### src/rtl/hurricane_ctrl.sv
// Hurricane (mode 3) sequencer: run countdown, menu-triggered exit countdown and once-per-power-on lockout.
// Optional re-arm after lockout is compiled in with `define HURRICANE_COOLDOWN_EN.
module hurricane_ctrl #(
    parameter int unsigned CLK_HZ       = 100_000_000,
    parameter int unsigned RUN_SEC      = 60,
    parameter int unsigned EXIT_SEC     = 60,
    parameter int unsigned COOLDOWN_SEC = 30
) (
    input  logic       clk,
    input  logic       rst,
    input  logic       machine_state,
    input  logic [2:0] mode_state,
    input  logic       menu_btn,
    output logic       hurricane_mode_enabled,
    output logic       return_state,
    output logic       hurricane_active,
    output logic [7:0] countdown,
    output logic       expired
);

    localparam int unsigned    PW             = (CLK_HZ > 1) ? $clog2(CLK_HZ) : 1;
    localparam logic [PW-1:0]  PS_MAX         = PW'(CLK_HZ - 1);
    localparam logic [7:0]     RUN_LOAD       = 8'(RUN_SEC);
    localparam logic [7:0]     EXIT_LOAD      = 8'(EXIT_SEC);
    localparam logic [2:0]     MODE_HURRICANE = 3'b011;
`ifdef HURRICANE_COOLDOWN_EN
    localparam logic [7:0]     LOCK_LOAD      = 8'(COOLDOWN_SEC);
`else
    localparam logic [7:0]     LOCK_LOAD      = 8'd0;
`endif

    typedef enum logic [2:0] {
        ST_READY,
        ST_RUN,
        ST_EXIT,
        ST_RELEASE,
        ST_LOCKED
    } state_t;

    state_t        state;
    logic [PW-1:0] prescaler;
    logic          menu_prev;
    logic          tick;
    logic          menu_press;
    logic          in_hurricane;

    assign tick         = (prescaler == PS_MAX);
    assign menu_press   = menu_btn & ~menu_prev;
    assign in_hurricane = (mode_state == MODE_HURRICANE);

    // Every state change clears the prescaler so each interval starts with a full second.
    always_ff @(posedge clk or negedge rst) begin
        if (!rst) begin
            state                  <= ST_READY;
            prescaler              <= '0;
            menu_prev              <= 1'b0;
            hurricane_mode_enabled <= 1'b1;
            return_state           <= 1'b1;
            hurricane_active       <= 1'b0;
            countdown              <= 8'd0;
            expired                <= 1'b0;
        end else begin
            menu_prev <= menu_btn;
            expired   <= 1'b0;
            prescaler <= tick ? '0 : prescaler + 1'b1;

            if (!machine_state) begin
                state                  <= ST_READY;
                prescaler              <= '0;
                hurricane_mode_enabled <= 1'b1;
                return_state           <= 1'b1;
                hurricane_active       <= 1'b0;
                countdown              <= 8'd0;
            end else begin
                case (state)
                    ST_READY: begin
                        if (in_hurricane) begin
                            state                  <= ST_RUN;
                            prescaler              <= '0;
                            countdown              <= RUN_LOAD;
                            hurricane_mode_enabled <= 1'b1;
                            return_state           <= 1'b1;
                            hurricane_active       <= 1'b1;
                        end
                    end

                    // External abort beats a menu press, which beats the final tick.
                    ST_RUN: begin
                        if (!in_hurricane) begin
                            state                  <= ST_LOCKED;
                            prescaler              <= '0;
                            countdown              <= LOCK_LOAD;
                            hurricane_mode_enabled <= 1'b0;
                            return_state           <= 1'b1;
                            hurricane_active       <= 1'b0;
                        end else if (menu_press) begin
                            state        <= ST_EXIT;
                            prescaler    <= '0;
                            countdown    <= EXIT_LOAD;
                            return_state <= 1'b0;
                        end else if (tick) begin
                            if (countdown == 8'd1) begin
                                state                  <= ST_RELEASE;
                                prescaler              <= '0;
                                countdown              <= 8'd0;
                                expired                <= 1'b1;
                                hurricane_mode_enabled <= 1'b0;
                                hurricane_active       <= 1'b0;
                            end else if (countdown != 8'd0) begin
                                countdown <= countdown - 8'd1;
                            end
                        end
                    end

                    ST_EXIT: begin
                        if (!in_hurricane) begin
                            state                  <= ST_LOCKED;
                            prescaler              <= '0;
                            countdown              <= LOCK_LOAD;
                            hurricane_mode_enabled <= 1'b0;
                            return_state           <= 1'b1;
                            hurricane_active       <= 1'b0;
                        end else if (tick) begin
                            if (countdown == 8'd1) begin
                                state                  <= ST_RELEASE;
                                prescaler              <= '0;
                                countdown              <= 8'd0;
                                expired                <= 1'b1;
                                hurricane_mode_enabled <= 1'b0;
                                hurricane_active       <= 1'b0;
                            end else if (countdown != 8'd0) begin
                                countdown <= countdown - 8'd1;
                            end
                        end
                    end

                    ST_RELEASE: begin
                        if (!in_hurricane) begin
                            state                  <= ST_LOCKED;
                            prescaler              <= '0;
                            countdown              <= LOCK_LOAD;
                            hurricane_mode_enabled <= 1'b0;
                            return_state           <= 1'b1;
                            hurricane_active       <= 1'b0;
                        end
                    end

                    ST_LOCKED: begin
`ifdef HURRICANE_COOLDOWN_EN
                        if (tick && countdown != 8'd0) begin
                            if (countdown == 8'd1) begin
                                state                  <= ST_READY;
                                prescaler              <= '0;
                                countdown              <= 8'd0;
                                hurricane_mode_enabled <= 1'b1;
                                return_state           <= 1'b1;
                            end else begin
                                countdown <= countdown - 8'd1;
                            end
                        end
`else
                        hurricane_mode_enabled <= 1'b0;
                        return_state           <= 1'b1;
                        countdown              <= 8'd0;
`endif
                    end

                    default: begin
                        state                  <= ST_READY;
                        prescaler              <= '0;
                        hurricane_mode_enabled <= 1'b1;
                        return_state           <= 1'b1;
                        hurricane_active       <= 1'b0;
                        countdown              <= 8'd0;
                    end
                endcase
            end
        end
    end

endmodule

### config.mk
export PLATFORM = sky130hd
export DESIGN_NAME = hurricane_ctrl
export DESIGN_NICKNAME = d
export VERILOG_FILES = /design/src/rtl/hurricane_ctrl.sv
export SDC_FILE = /design/constraint.sdc
export NUM_CORES = 1
export LEC_CHECK = 0
export BUFFER_PORTS_ARGS = -buffer_cell sky130_fd_sc_hd__buf_4
export CAP_MARGIN = 40
export CORE_ASPECT_RATIO = 0.9
export CORE_UTILIZATION = 45
export CTS_CLUSTER_DIAMETER = 40
export CTS_CLUSTER_SIZE = 10
export DETAILED_ROUTE_END_ITERATION = 8
export SLEW_MARGIN = 5
export SYNTH_ARGS = -nofsm -noshare
export SYNTH_HDL_FRONTEND = slang
export SYNTH_SLANG_ARGS = --single-unit
### constraint.sdc
create_clock -name clk -period 2.7 [get_ports clk]
set_clock_uncertainty 0.15 [all_clocks]
set_input_delay 0.54 -clock clk [delete_from_list [all_inputs] [get_ports clk]]
set_output_delay 0.54 -clock clk [all_outputs]
set_load 0.05 [all_outputs]
==> reports/metrics.yaml <==
status: "finished, final reports clean"
max_slew_margin_pct: 60.6
clk_pin_slew_worst_paths_ps: 80
cp_top_family: "simple AND/OR/NAND/NOR gates"
pre_cts_slack_ps: 441
cts_resized: 0
cp.required_ps: 2760
hpwlAfterDp_mm: 3.97
synth.avg_cell_area_sq_um: 8.98
htreeDepth: 2
p_leak_uw: 0.00123
layout_common_cells: "nor2_1 (49), dfrtp_1 (41), buf_4 (25)"
cts-hold-fix-buffers: 0
vdd_ir_drop_max_mv: 0.235
place_congestion: 0.842
cts_tree: "built"
globalRoute.totalOverflow: 0
core_area_sq_um: 5380
grt_max_degree: 44
end_kind: "register"
cts_buffers: 5
crit_fanout: 8
die_area_sq_um: 6010
grt_util_all_layers_pct: 21.0
clkPwrFrac_pct: 37.4
grt_pass1_wl_mm: 9.51
hold_path.class: "in2async"
wl_mm: 5.69
async_reset_ff_share_pct: 100
grt_pass1_vias: 1932
ant_nets: 0
setup_viol: 0
ys.flop_type: "dfrtp_1"
grt.busiest_layer: "met1"
slowest_delay_ps: 670
grt_setup_unrepaired: "false"
ys_seq_area_share_pct: 42.0
num-nets-final: 318
die_h_um: 73.7
maxCapViolCount: 0
die_x_um: 81.6
drc: 0
postCtsSetupRepairBufs: 0
cts-root-buf: "clkbuf_8"
final_common_cell: "nor2_1"
drive_gt1_share_pct: 14.9
grt.met2_usage_pct: 28.4
sw_frac_of_total_pct: 25.1
crit_buf_inv: 1
crit_path_start_kind: "register"
max_freq_mhz: 440
critical_path_class: "reg2reg"
reg2reg_depth: 6
synth_area_sq_um: 2570
syn_inst: 286
intPower_uw: 977
start_util_pct: 47.7
yosysWarnings: 0
hold_viol: 0
design.portCount: 19
area_growth_pct: 12.3
numPortBuffers: 18
clkSinkCount: 43
p_switching_uw: 327
fin_crit_ps: 2270
clockBufferDepth: 2
num_rows: 25
dr.first_iter.drc_count: 162
vias: 2151
synth.net_count: 296
setup_tns_ps: 0
critical_path.slowest_cell: "or4b_2"
maxSlewViolCount: 0
combPwrFrac_pct: 11.3
globalRouteMet1Util_pct: 33.1
synth_cell_types: 56
clk_latency_ps: 290
wl_per_cell_um: 15.2
grt_util_met3_pct: 3.73
cp.depth: 6
worstMarginPinSlew_ps: 589
worst_slack_ps: 427
crit_chain: "inv_1 -> ha_1 -> or4b_2 -> o311ai_0 -> a21oi_1 -> o22ai_1"
synth-edff-count: 0
insertedDiodeCount: 0
p_per_area_nw_per_um2: 453
fin_crit_sh_pct: 84.2
crit_arrival_ps: 2340
antenna_found_initial: 0
viasPerCell: 5.74
pwr-share-seq_pct: 51.3
ys_seq_elements: 43
drt-pass1-iter-count: 4
Yosys cell counts (2+ instances only):
library cell / instances / area (sq um)
xor2_1: 18 / 158
nand3b_1: 2 / 15.0
a21oi_1: 15 / 75.1
o21ai_0: 9 / 45.0
and3_1: 4 / 25.0
o31a_1: 2 / 17.5
nor4_1: 3 / 18.8
o211ai_1: 3 / 22.5
o22ai_1: 5 / 31.3
buf_6: 2 / 22.5
dfrtp_1: 41 / 1030
nand4_1: 13 / 81.3
o31ai_1: 2 / 15.0
mux2i_1: 3 / 30.0
o32ai_1: 2 / 17.5
or3_1: 3 / 18.8
dfstp_2: 2 / 52.6
nand3_1: 17 / 85.1
a31oi_1: 3 / 18.8
nor3_1: 11 / 55.1
nand4b_1: 2 / 17.5
buf_2: 2 / 10.0
nor2b_1: 3 / 18.8
a21boi_0: 2 / 15.0
xnor2_1: 8 / 70.1
nor2_1: 49 / 184
ha_1: 3 / 37.5
o21a_1: 2 / 15.0
clkbuf_1: 5 / 18.8
nand2_1: 16 / 60.1
inv_1: 9 / 33.8
path summary, 6_finish.rpt:
kind	to	slack, ps	from
min in group clk	menu_prev	220	menu_btn
max in group asynchronous	hurricane_mode_enabled	1940	rst
worst max-delay path	countdown[1]	430	countdown[0]
worst min-delay path	prescaler[5]	80	rst
worst min register to register	prescaler[0]	340	prescaler[0]
worst max register to register	countdown[1]	430	countdown[0]
area by class of cell:
type / instances / area (sq um)
multi-input combinational: 224 / 1400
timing repair buffer: 25 / 188
clock buffer: 6 / 72.6
clock inverter: 1 / 30.0
sequential: 43 / 1080
fill: 533 / 2500
inverter: 9 / 33.8
tap: 67 / 83.8
registers in the layout (all words and copies together), names as in the netlist:
register	flops
prescaler	27
countdown	8
state	3
expired	1
hurricane_active	1
hurricane_mode_enabled	1
menu_prev	1
return_state	1
per-layer routing:
| layer | share of wire [%] | up-vias |
|---|---|---|
| met5 | 0 | - |
| met4 | 0.47 | 0 |
| met3 | 4.9 | 2 |
| met2 | 42 | 53 |
| met1 | 53 | 1026 |
| li1 | - | 1070 |
per-stage QoR:
step                      std cells  instance area [sq um]  power (uW)  util, %  hold WS [ps]
after global routing            375                   2880        1360     53.6           134
after floorplan                 286                   2570         776        -          94.4
after detailed placement        368                   2780         830     51.7           331
after global placement          368                   2780         831     51.7           331
after CTS                       375                   2880        1330     53.6          98.4
final                           375                   2880        1300     53.6          80.5
power by group through the flow:
stage	combinational (uW)	sequential [uW]	clock [uW]
floorplan	79.2	697	0
global placement	148	683	0
detailed placement	147	683	0
CTS	148	670	508
global route	164	673	528
finish	147	670	487
kinds of logic after synthesis:
group	after synthesis	share of synthesized area, %
AO/OA/AOI/OAI	50	12.8
AND/OR/NAND/NOR	142	30.1
multiplexers	3	1.17
buffers and inverters	19	3.61
adder cells (fa/ha/maj)	3	1.46
flip-flops	43	42.0
XOR/XNOR	26	8.87
Note: power is estimated with default switching activity, not from simulation.
